`src/rtl/ser_pkg.sv`:
```
//==============================================================================
// Module      : ser_pkg
// Description : Shared definitions for the PISO bit serializer: FSM state
//               encoding, frame-length derivation and counter-width helper.
// Revision    : 1.0 - initial release
//==============================================================================
`default_nettype none

package ser_pkg;

   // Two-state serializer FSM encoding.
   typedef enum logic {
      ST_IDLE  = 1'b0,
      ST_SHIFT = 1'b1
   } state_t;

   // Number of serial bits per frame: data bits plus an optional parity bit.
   function automatic int frame_len(input int width, input bit parity_en);
      return parity_en ? width + 1 : width;
   endfunction

   // Bits needed to hold a down-counter starting at len-1; never below 1.
   function automatic int cnt_width(input int len);
      return (len <= 2) ? 1 : $clog2(len);
   endfunction

endpackage

`default_nettype wire

```
`src/rtl/piso_bit_serializer.sv`:
```
//==============================================================================
// Module      : piso_bit_serializer
// Description : Parallel-in / serial-out stage. Accepts a WIDTH-bit word over a
//               valid/ready handshake and emits it one bit per clock on dout,
//               with dout forced to 0 between frames. Back-to-back frames are
//               supported with no idle bubble.
//               Optional macro SER_PARITY_EN appends an even-parity bit
//               (XOR of the accepted word) after the data bits.
// Ports       : clk         - system clock (rising edge)
//               rst         - synchronous active-high reset
//               data_in     - parallel word, sampled on the handshake edge
//               load_valid  - upstream word available
//               load_ready  - serializer can accept a word (combinational)
//               dout        - serial data bit (registered)
//               dout_valid  - dout carries a frame bit (registered)
//               frame_done  - pulse on the final bit of a frame (registered)
// Revision    : 1.0 - initial release
//==============================================================================
`default_nettype none

module piso_bit_serializer
   import ser_pkg::*;
#(
   parameter int WIDTH     = 8,
   parameter bit MSB_FIRST = 1'b1
) (
   input  logic             clk,
   input  logic             rst,
   input  logic [WIDTH-1:0] data_in,
   input  logic             load_valid,
   output logic             load_ready,
   output logic             dout,
   output logic             dout_valid,
   output logic             frame_done
);

`ifdef SER_PARITY_EN
   localparam bit PARITY_EN = 1'b1;
`else
   localparam bit PARITY_EN = 1'b0;
`endif

   localparam int FRAME_LEN = frame_len(WIDTH, PARITY_EN);
   localparam int CNT_W     = cnt_width(FRAME_LEN);
   localparam logic [CNT_W-1:0] CNT_START = CNT_W'(FRAME_LEN - 1);
   localparam logic [CNT_W-1:0] CNT_ONE   = CNT_W'(1);
   localparam logic [CNT_W-1:0] CNT_ZERO  = '0;

   state_t            r_state;
   state_t            w_state_nxt;
   logic [WIDTH-1:0]  r_shift;
   logic [CNT_W-1:0]  r_cnt;
   logic              r_dout;
   logic              r_dout_valid;
   logic              r_frame_done;

   logic              w_cnt_zero;
   logic              w_load_ready;
   logic              w_accept;
   logic              w_advance;
   logic              w_load_first;
   logic [WIDTH-1:0]  w_load_rest;
   logic              w_shift_out;
   logic [WIDTH-1:0]  w_shift_nxt;
   logic              w_next_bit;

   assign w_cnt_zero = (r_cnt == CNT_ZERO);

   //---------------------------------------------------------------------------
   // Bit ordering. The first bit of a word goes straight from data_in to dout
   // on the handshake edge; the shift register keeps only the remaining bits.
   //---------------------------------------------------------------------------
   generate
      if (MSB_FIRST) begin : g_msb_first
         assign w_load_first = data_in[WIDTH-1];
         assign w_load_rest  = {data_in[WIDTH-2:0], 1'b0};
         assign w_shift_out  = r_shift[WIDTH-1];
         assign w_shift_nxt  = {r_shift[WIDTH-2:0], 1'b0};
      end else begin : g_lsb_first
         assign w_load_first = data_in[0];
         assign w_load_rest  = {1'b0, data_in[WIDTH-1:1]};
         assign w_shift_out  = r_shift[0];
         assign w_shift_nxt  = {1'b0, r_shift[WIDTH-1:1]};
      end
   endgenerate

`ifdef SER_PARITY_EN
   logic r_parity;

   // Counter at 1 means the bit about to be emitted is the frame's last one,
   // which is the parity bit when it is enabled.
   assign w_next_bit = (r_cnt == CNT_ONE) ? r_parity : w_shift_out;

   always_ff @(posedge clk) begin
      if (rst) begin
         r_parity <= 1'b0;
      end else if (w_accept) begin
         r_parity <= ^data_in;
      end
   end
`else
   assign w_next_bit = w_shift_out;
`endif

   //---------------------------------------------------------------------------
   // FSM: next-state and handshake decode.
   //---------------------------------------------------------------------------
   always_comb begin
      w_state_nxt  = r_state;
      w_load_ready = 1'b0;
      w_advance    = 1'b0;

      case (r_state)
         ST_IDLE: begin
            w_load_ready = 1'b1;
         end
         ST_SHIFT: begin
            // Ready again on the last bit so the next word follows seamlessly.
            w_load_ready = w_cnt_zero;
            w_advance    = !w_cnt_zero;
            if (w_cnt_zero) begin
               w_state_nxt = ST_IDLE;
            end
         end
         default: begin
            w_state_nxt = ST_IDLE;
         end
      endcase

      if (rst) begin
         w_load_ready = 1'b0;
      end

      w_accept = w_load_ready && load_valid;
      if (w_accept) begin
         w_state_nxt = ST_SHIFT;
      end
   end

   always_ff @(posedge clk) begin
      if (rst) begin
         r_state <= ST_IDLE;
      end else begin
         r_state <= w_state_nxt;
      end
   end

   //---------------------------------------------------------------------------
   // Datapath: shift register, bit counter and registered outputs.
   //---------------------------------------------------------------------------
   always_ff @(posedge clk) begin
      if (rst) begin
         r_shift      <= '0;
         r_cnt        <= CNT_ZERO;
         r_dout       <= 1'b0;
         r_dout_valid <= 1'b0;
         r_frame_done <= 1'b0;
      end else if (w_accept) begin
         r_shift      <= w_load_rest;
         r_cnt        <= CNT_START;
         r_dout       <= w_load_first;
         r_dout_valid <= 1'b1;
         r_frame_done <= 1'b0;
      end else if (w_advance) begin
         r_shift      <= w_shift_nxt;
         r_cnt        <= r_cnt - CNT_ONE;
         r_dout       <= w_next_bit;
         r_dout_valid <= 1'b1;
         r_frame_done <= (r_cnt == CNT_ONE);
      end else begin
         // No frame active: keep dout low so the downstream detector idles.
         r_dout       <= 1'b0;
         r_dout_valid <= 1'b0;
         r_frame_done <= 1'b0;
      end
   end

   assign load_ready = w_load_ready;
   assign dout       = r_dout;
   assign dout_valid = r_dout_valid;
   assign frame_done = r_frame_done;

endmodule

`default_nettype wire

```
`config.mk`:
```
export PLATFORM = sky130hd
export DESIGN_NAME = piso_bit_serializer
export DESIGN_NICKNAME = d
export VERILOG_FILES = /design/src/rtl/ser_pkg.sv /design/src/rtl/piso_bit_serializer.sv
export SDC_FILE = /design/constraint.sdc
export NUM_CORES = 1
export LEC_CHECK = 0
export BUFFER_PORTS_ARGS = -buffer_cell sky130_fd_sc_hd__buf_2
export CORE_MARGIN = 2
export CORE_UTILIZATION = 46
export CTS_BUF_LIST = sky130_fd_sc_hd__clkbuf_8
export DETAILED_ROUTE_END_ITERATION = 8
export PLACE_DENSITY = 0.75
export RECOVER_POWER = 100
export SLEW_MARGIN = 20
export SYNTH_ARGS = -nofsm -noshare
export SYNTH_HDL_FRONTEND = slang
export SYNTH_SLANG_ARGS = --single-unit
```
`constraint.sdc`:
```
create_clock -name clk -period 1.3 [get_ports clk]
set_input_delay 0.065 -clock clk [delete_from_list [all_inputs] [get_ports clk]]
set_output_delay 0.065 -clock clk [all_outputs]
set_load 0.03 [all_outputs]
```
==> flow_metrics.tcl, run 1 <==
set metrics [dict create \
    syn_area_per_cell_um2 11.0 \
    io_buffers 14 \
    ys_warn_count 0 \
    hpwlAfterDp_um 910 \
    maxSlewHeadroom_pct 76.2 \
    arrival_ns 1.21 \
    synthCells 63 \
    ys_ff_latch 13 \
    power_frac_comb_pct 26.9 \
    drc_errors 0 \
    clock-sinks 13 \
    avgViaCountPerCell 5.23 \
    worstSetupEndpointType "output port" \
    grt_pass1_wl_um 2170 \
    cts_made_buffers 3 \
    clkPwrFrac_pct 31.6 \
    final_area_um2 891 \
    grt_setup_unrepaired "yes" \
    grtUsageTotal_pct 16.0 \
    required_ns 1.24 \
    diodes 0 \
    cp_slowest_cell "dfxtp_2" \
    antenna_found_initial 0 \
    finalSetupViolCount 0 \
    row_count 13 \
    power_density_nw_per_um2 1250 \
    tightest_slew_ns 0.356 \
    crit_type "reg -> out" \
    wl_per_cell_um 12.5 \
    final_util_pct 66.0 \
    ant_nets 0 \
    synth_fp_nets 77 \
    final_nets 102 \
    slew_violations 0 \
    cpPeakStageDelay_ns 0.32 \
    p_total_mw 1.11 \
    cts_root_buffer "clkbuf_8" \
    cp_cell_sequence "inv_2 -> ha_4 -> nand2b_4 -> a21oi_4 -> buf_6" \
    synth_area_leaders "dfxtp_1, a221oi_2, mux2i_1" \
    cts_tree "done" \
    die_height_um 42.8 \
    fin_crit_sh_pct 98.3 \
    grt_max_degree 14 \
    p_switching_mw 0.319 \
    dieArea_um2 1830 \
    switching_share_pct 28.7 \
    pin_count 15 \
    clk_path_buf_depth 2 \
    detail_route.iter0.violations 3 \
    p_int_mw 0.793 \
    min_path_type "in -> reg" \
    synth_top_cell_by_area "dfxtp_1" \
    globalRouteOverflowTotal 0 \
    whs_ns 0.123 \
    critPathMaxFanout 8 \
    drv_cap 0 \
    yosysTopAreaCellShare_pct 37.6 \
    grt_pass1_vias 494 \
    fmax_mhz 782 \
    insertion_delay_ns 0.24 \
    wl_um 1280 \
    die_w_um 42.8 \
    htree_levels 1 \
    gp_congestion 0.737 \
    ir_drop_uv 789 \
    cts_hold_buffers 0 \
    seq_area_frac_synth_pct 37.6 \
    clkTransAtPathRegs_ns 0.06 \
    cp-start-kind "flip-flop" \
    status "finished clean" \
    synth_cell_types 22 \
    p_leak_nw 0.407 \
    seq_power_share_pct 41.5 \
    drive_gt1_share_pct 49.4 \
    skew_ns 0.00305 \
    core_um2 1350 \
    period_needed_ns 1.28 \
    n_fill_cell 113 \
    start_util_pct 51.3 \
    place_area_um2 795 \
    dr_total_vias 533 \
    netlist_area_um2 692 \
    hold_viol 0 \
    dr.pass1.iters 4 \
    synthToLayoutAreaGrowth_pct 28.8 \
]
## layer usage
layer	part of all wire, %	wire length, um	up-vias	global-route usage [%]
met5	0	0	-	0
met4	0.94	12	0	9.38
met3	4.1	53	2	3.83
met2	47	598	11	23.9
met1	48	615	242	20.6
li1	-	-	278	-
## cell usage after synthesis
| cell type | n |
|---|---|
| buf_6 | 1 |
| a21oi_1 | 1 |
| a211oi_1 | 3 |
| buf_2 | 2 |
| inv_1 | 4 |
| dfxtp_1 | 13 |
| nand2_1 | 1 |
| mux2i_1 | 7 |
| a21oi_4 | 1 |
| nand2_4 | 1 |
| a21o_1 | 2 |
| nand3_1 | 1 |
| a221oi_2 | 7 |
| nor4b_2 | 1 |
| nor2_1 | 9 |
| buf_4 | 1 |
| a21oi_2 | 1 |
| nand2b_4 | 1 |
| and3_1 | 1 |
| nor2b_4 | 1 |
| nor3_1 | 1 |
| ha_1 | 3 |
## worst max-delay path: cells and delay by family (launching register included)
family | cells | cell delay (ns)
flops | 1 | 0.32
buf+inv | 2 | 0.22
compound gates | 1 | 0.18
fa+ha+maj | 1 | 0.15
simple gates | 1 | 0.10
## power by group through the flow
| stage | Sequential [mW] | Combinational [mW] | Clock (mW) |
|---|---|---|---|
| 2_1_floorplan | 0.471 | 0.199 | 0 |
| 3_3_place_gp | 0.465 | 0.260 | 0 |
| 3_5_place_dp | 0.467 | 0.264 | 0 |
| 4_1_cts | 0.460 | 0.282 | 0.361 |
| 5_1_grt | 0.466 | 0.327 | 0.381 |
| 6_report | 0.461 | 0.299 | 0.351 |
## path summary, 6_finish.rpt
kind                    from         end  slack [ns]  cells past startpoint
setup / recovery    r_cnt[0]  load_ready        0.02                      5
hold / removal    data_in[0]  r_shift[1]        0.12                      3
setup reg to reg    r_cnt[0]  r_shift[2]        0.06                      6
hold reg to reg   r_shift[7]        dout        0.47                      2
## timing repair
item                                    CTS  global route
buffers inserted                          2             4
endpoints found under the setup margin    1             3
endpoints found under the hold margin     0             0
pin swaps                                 0             2
resized for setup                         4             2
## metrics by stage
step | TNS [ns] | worst slack (ns) | instances
final | 0 | 0.0219 | 102
after global routing | -0.0367 | -0.0367 | 102
after CTS | 0 | 0.00438 | 98
after detailed placement | 0 | 0.0203 | 92
after global placement | 0 | 0.0359 | 92
after floorplan | 0 | 0.000705 | 63
## cells by family after synthesis
| family | share of synthesized area (%) |
|---|---|
| AO/OA/AOI/OAI | 25.0 |
| adder cells (fa/ha/maj) | 5.43 |
| buffers and inverters | 6.33 |
| flip-flops | 37.6 |
| multiplexers | 10.1 |
| AND/OR/NAND/NOR | 15.5 |
## cell type report
cell class / count / area, um^2 / share of cell area [%]
Multi-Input combinational cell: 42 / 400 / 44.9
Sequential cell: 13 / 263 / 29.5
Timing Repair Buffer: 24 / 149 / 16.7
Clock buffer: 3 / 41.3 / 4.63
Tap cell: 15 / 18.8 / 2.11
Inverter: 4 / 15.0 / 1.69
Clock inverter: 1 / 3.75 / 0.421
## sequential cells by signal, indices dropped and copies added (netlist names)
register	count
dout	1
frame_done	1
r_cnt	3
r_shift	7
r_state	1
## cells in the final DEF (no fill, tap or decap), drive strengths merged, types with 2 or more instances in the layout
cell type / n
mux2i: 7
inv: 5
ha: 3
a21oi: 3
nor2: 9
clkbuf: 5
nand2: 2
a211oi: 3
dfxtp: 13
a221oi: 7
buf: 22
a21o: 2
Power figures use the tool's default switching activity.
==> run 2, diff against run 1 <==
--- a/config.mk
+++ b/config.mk
@@ -9,6 +9,7 @@
 export CORE_MARGIN = 2
 export CORE_UTILIZATION = 46
 export CTS_BUF_LIST = sky130_fd_sc_hd__clkbuf_8
+export CTS_CLUSTER_SIZE = 14
 export DETAILED_ROUTE_END_ITERATION = 8
 export PLACE_DENSITY = 0.75
 export RECOVER_POWER = 100
==> constraint.sdc (replaced) <==
create_clock -name clk -period 1.05 [get_ports clk]
set_input_delay 0.0525 -clock clk [delete_from_list [all_inputs] [get_ports clk]]
set_output_delay 0.0525 -clock clk [all_outputs]
set_load 0.03 [all_outputs]
==> run 2 against run 1 <==
Against the previous run:
- the run now ends with setup timing left
- non-clock buffer count increased by 4
- first-iteration DRC count grew 67%
- wire length up 27%
- via count grew 8.1%
- hold slack got worse by 0.016 ns
- count of clock-buffer cells in the layout unchanged
- core utilization rose by 8.0 points
- sequential power rose by 26%
- clock power is 30% higher
- final area increased by 12%
- sequential share of layout area is 2.8 points lower
==> flow_metrics.tcl, run 2 (synthesis results as in run 1) <==
set metrics [dict create \
    wl_met3_um 70 \
    hold_depth 3 \
    die_height_um 42.8 \
    worst-path-buf-inv 2 \
    globalRouteOverflowTotal 0 \
    fin_tns_setup_ns -1.83 \
    grt_pass1_wl_um 2550 \
    clock-sinks 13 \
    worst-r2r-cell-count 6 \
    status "finished with violations" \
    cts_hold_buffers 0 \
    reg_top3 "r_shift: 7 flops, r_cnt: 3 flops" \
    r2r_end "r_cnt[0]" \
    reg2reg_slack_ns -0.16 \
    pin_count 15 \
    worstSetupEndpointType "output port" \
    hold_viol 0 \
    wl_met2_um 829 \
    min-delay-start "data_in[0]" \
    drv_cap 0 \
    hpwlAfterDp_um 935 \
    crit_type "reg -> out" \
    final_cell_mix "dfxtp_1, buf_2, nor2_1, buf_4" \
    final_area_um2 998 \
    wl_per_cell_um 15.3 \
    ir_drop_uv 1100 \
    period_needed_ns 1.23 \
    grtUsageTotal_pct 19.1 \
    cts_root_buffer "clkbuf_8" \
    stdcell_count 106 \
    violations "setup timing" \
    seq_power_share_pct 38.2 \
    min_to "r_shift[1]" \
    gp_congestion 0.751 \
    dr.max_layer_used "met4" \
    insertion_delay_ns 0.25 \
    cp_slowest_cell "dfxtp_2" \
    clkTransAtPathRegs_ns 0.05 \
    p_int_mw 1.05 \
    htree_levels 1 \
    diodes 0 \
    dp.cells 93 \
    cts_made_buffers 3 \
    switching_share_pct 30.6 \
    ant_nets 0 \
    grt_max_degree 14 \
    place_ws_ns -0.132 \
    grt_pass1_vias 568 \
    power_density_nw_per_um2 1520 \
    cp_cell_sequence "inv_2 -> ha_4 -> nand2b_4 -> a21oi_4 -> buf_6" \
    dr_total_vias 576 \
    wl_um 1630 \
    grt_setup_unrepaired "yes" \
    cp-start-kind "flip-flop" \
    cts_tree "done" \
    tightest_slew_ns 0.392 \
    skew_ns 0.00676 \
    required_ns 1.00 \
    arrival_ns 1.18 \
    p_leak_nw 0.441 \
    final_nets 106 \
    largest_register_ffs 7 \
    reg2reg_from "r_cnt[0]" \
    start_util_pct 51.3 \
    power_frac_comb_pct 31.7 \
    dr.pass1.iters 4 \
    io_buffers 14 \
    maxSlewHeadroom_pct 73.9 \
    clkPwrFrac_pct 30.1 \
    dieArea_um2 1830 \
    cpPeakStageDelay_ns 0.32 \
    drc_errors 0 \
    core_um2 1350 \
    min_path_type "in -> reg" \
    place_area_um2 803 \
    fmax_mhz 815 \
    avgViaCountPerCell 5.43 \
    fin_crit_sh_pct 117 \
    wl_met1_um 709 \
    die_w_um 42.8 \
    synthToLayoutAreaGrowth_pct 44.3 \
    worst_slack_ns -0.178 \
    detail_route.iter0.violations 5 \
    row_count 13 \
    path_delay_family "flip-flops" \
    antenna_found_initial 0 \
    clk_path_buf_depth 2 \
    finalSetupViolCount 14 \
    drive_gt1_share_pct 57.1 \
    slew_violations 0 \
    p_switching_mw 0.462 \
    top_register "r_shift" \
    critPathMaxFanout 5 \
]
==> run 2: worst max-delay path by stage <==
stage,depth (start not counted),to,slack [ns],startpoint
floorplan,6,r_shift[1],-0.19,r_cnt[0]
global placement,5,frame_done,-0.09,r_cnt[0]
detailed placement,5,frame_done,-0.13,r_cnt[0]
CTS,5,load_ready,-0.21,r_cnt[0]
global route,5,load_ready,-0.23,r_cnt[0]
finish,5,load_ready,-0.18,r_cnt[0]
==> run 2: repair_timing <==
action                     in CTS  in global routing
gates resized for setup        12                  5
setup endpoints to repair      12                 14
pin swaps                       8                  4
buffers inserted                6                  3
==> run 2: stage by stage <==
| step | hold WS, ns | utilization [%] | total power, mW |
|---|---|---|---|
| floorplan | 0.119 | - | 0.833 |
| global placement | 0.358 | 59.5 | 0.910 |
| detailed placement | 0.367 | 59.5 | 0.921 |
| CTS | 0.106 | 70.8 | 1.47 |
| global route | 0.119 | 74.0 | 1.58 |
| finish | 0.108 | 74.0 | 1.51 |
==> run 2: layout make-up <==
| class | count | area, um^2 |
|---|---|---|
| Multi-Input combinational cell | 42 | 443 |
| Timing Repair Buffer | 28 | 210 |
| Sequential cell | 13 | 267 |
| Tap cell | 15 | 18.8 |
| Clock buffer | 3 | 41.3 |
| Fill cell | 99 | 352 |
| Clock inverter | 1 | 3.75 |
| Inverter | 4 | 15.0 |
==> run 2: power groups by stage <==
stage	registers [mW]	clock network (mW)	logic [mW]
2_1_floorplan	0.585	0	0.248
3_3_place_gp	0.581	0	0.329
3_5_place_dp	0.583	0	0.338
4_1_cts	0.576	0.460	0.430
5_1_grt	0.585	0.489	0.509
6_report	0.579	0.455	0.480
==> run 2: layer usage <==
layer | vias up | GRT usage, %
li1 | 282 | -
met1 | 279 | 21.6
met2 | 12 | 31.5
met3 | 3 | 7.66
met4 | 0 | 7.50
met5 | - | 0
==> run 2: worst register-to-register path, stage by stage, from the launching register on <==
cell and delay (ns):
dfxtp_2 0.32, inv_2 0.07, ha_4 0.15, nand2b_4 0.09, buf_4 0.16, buf_6 0.12
a221oi_2 0.22
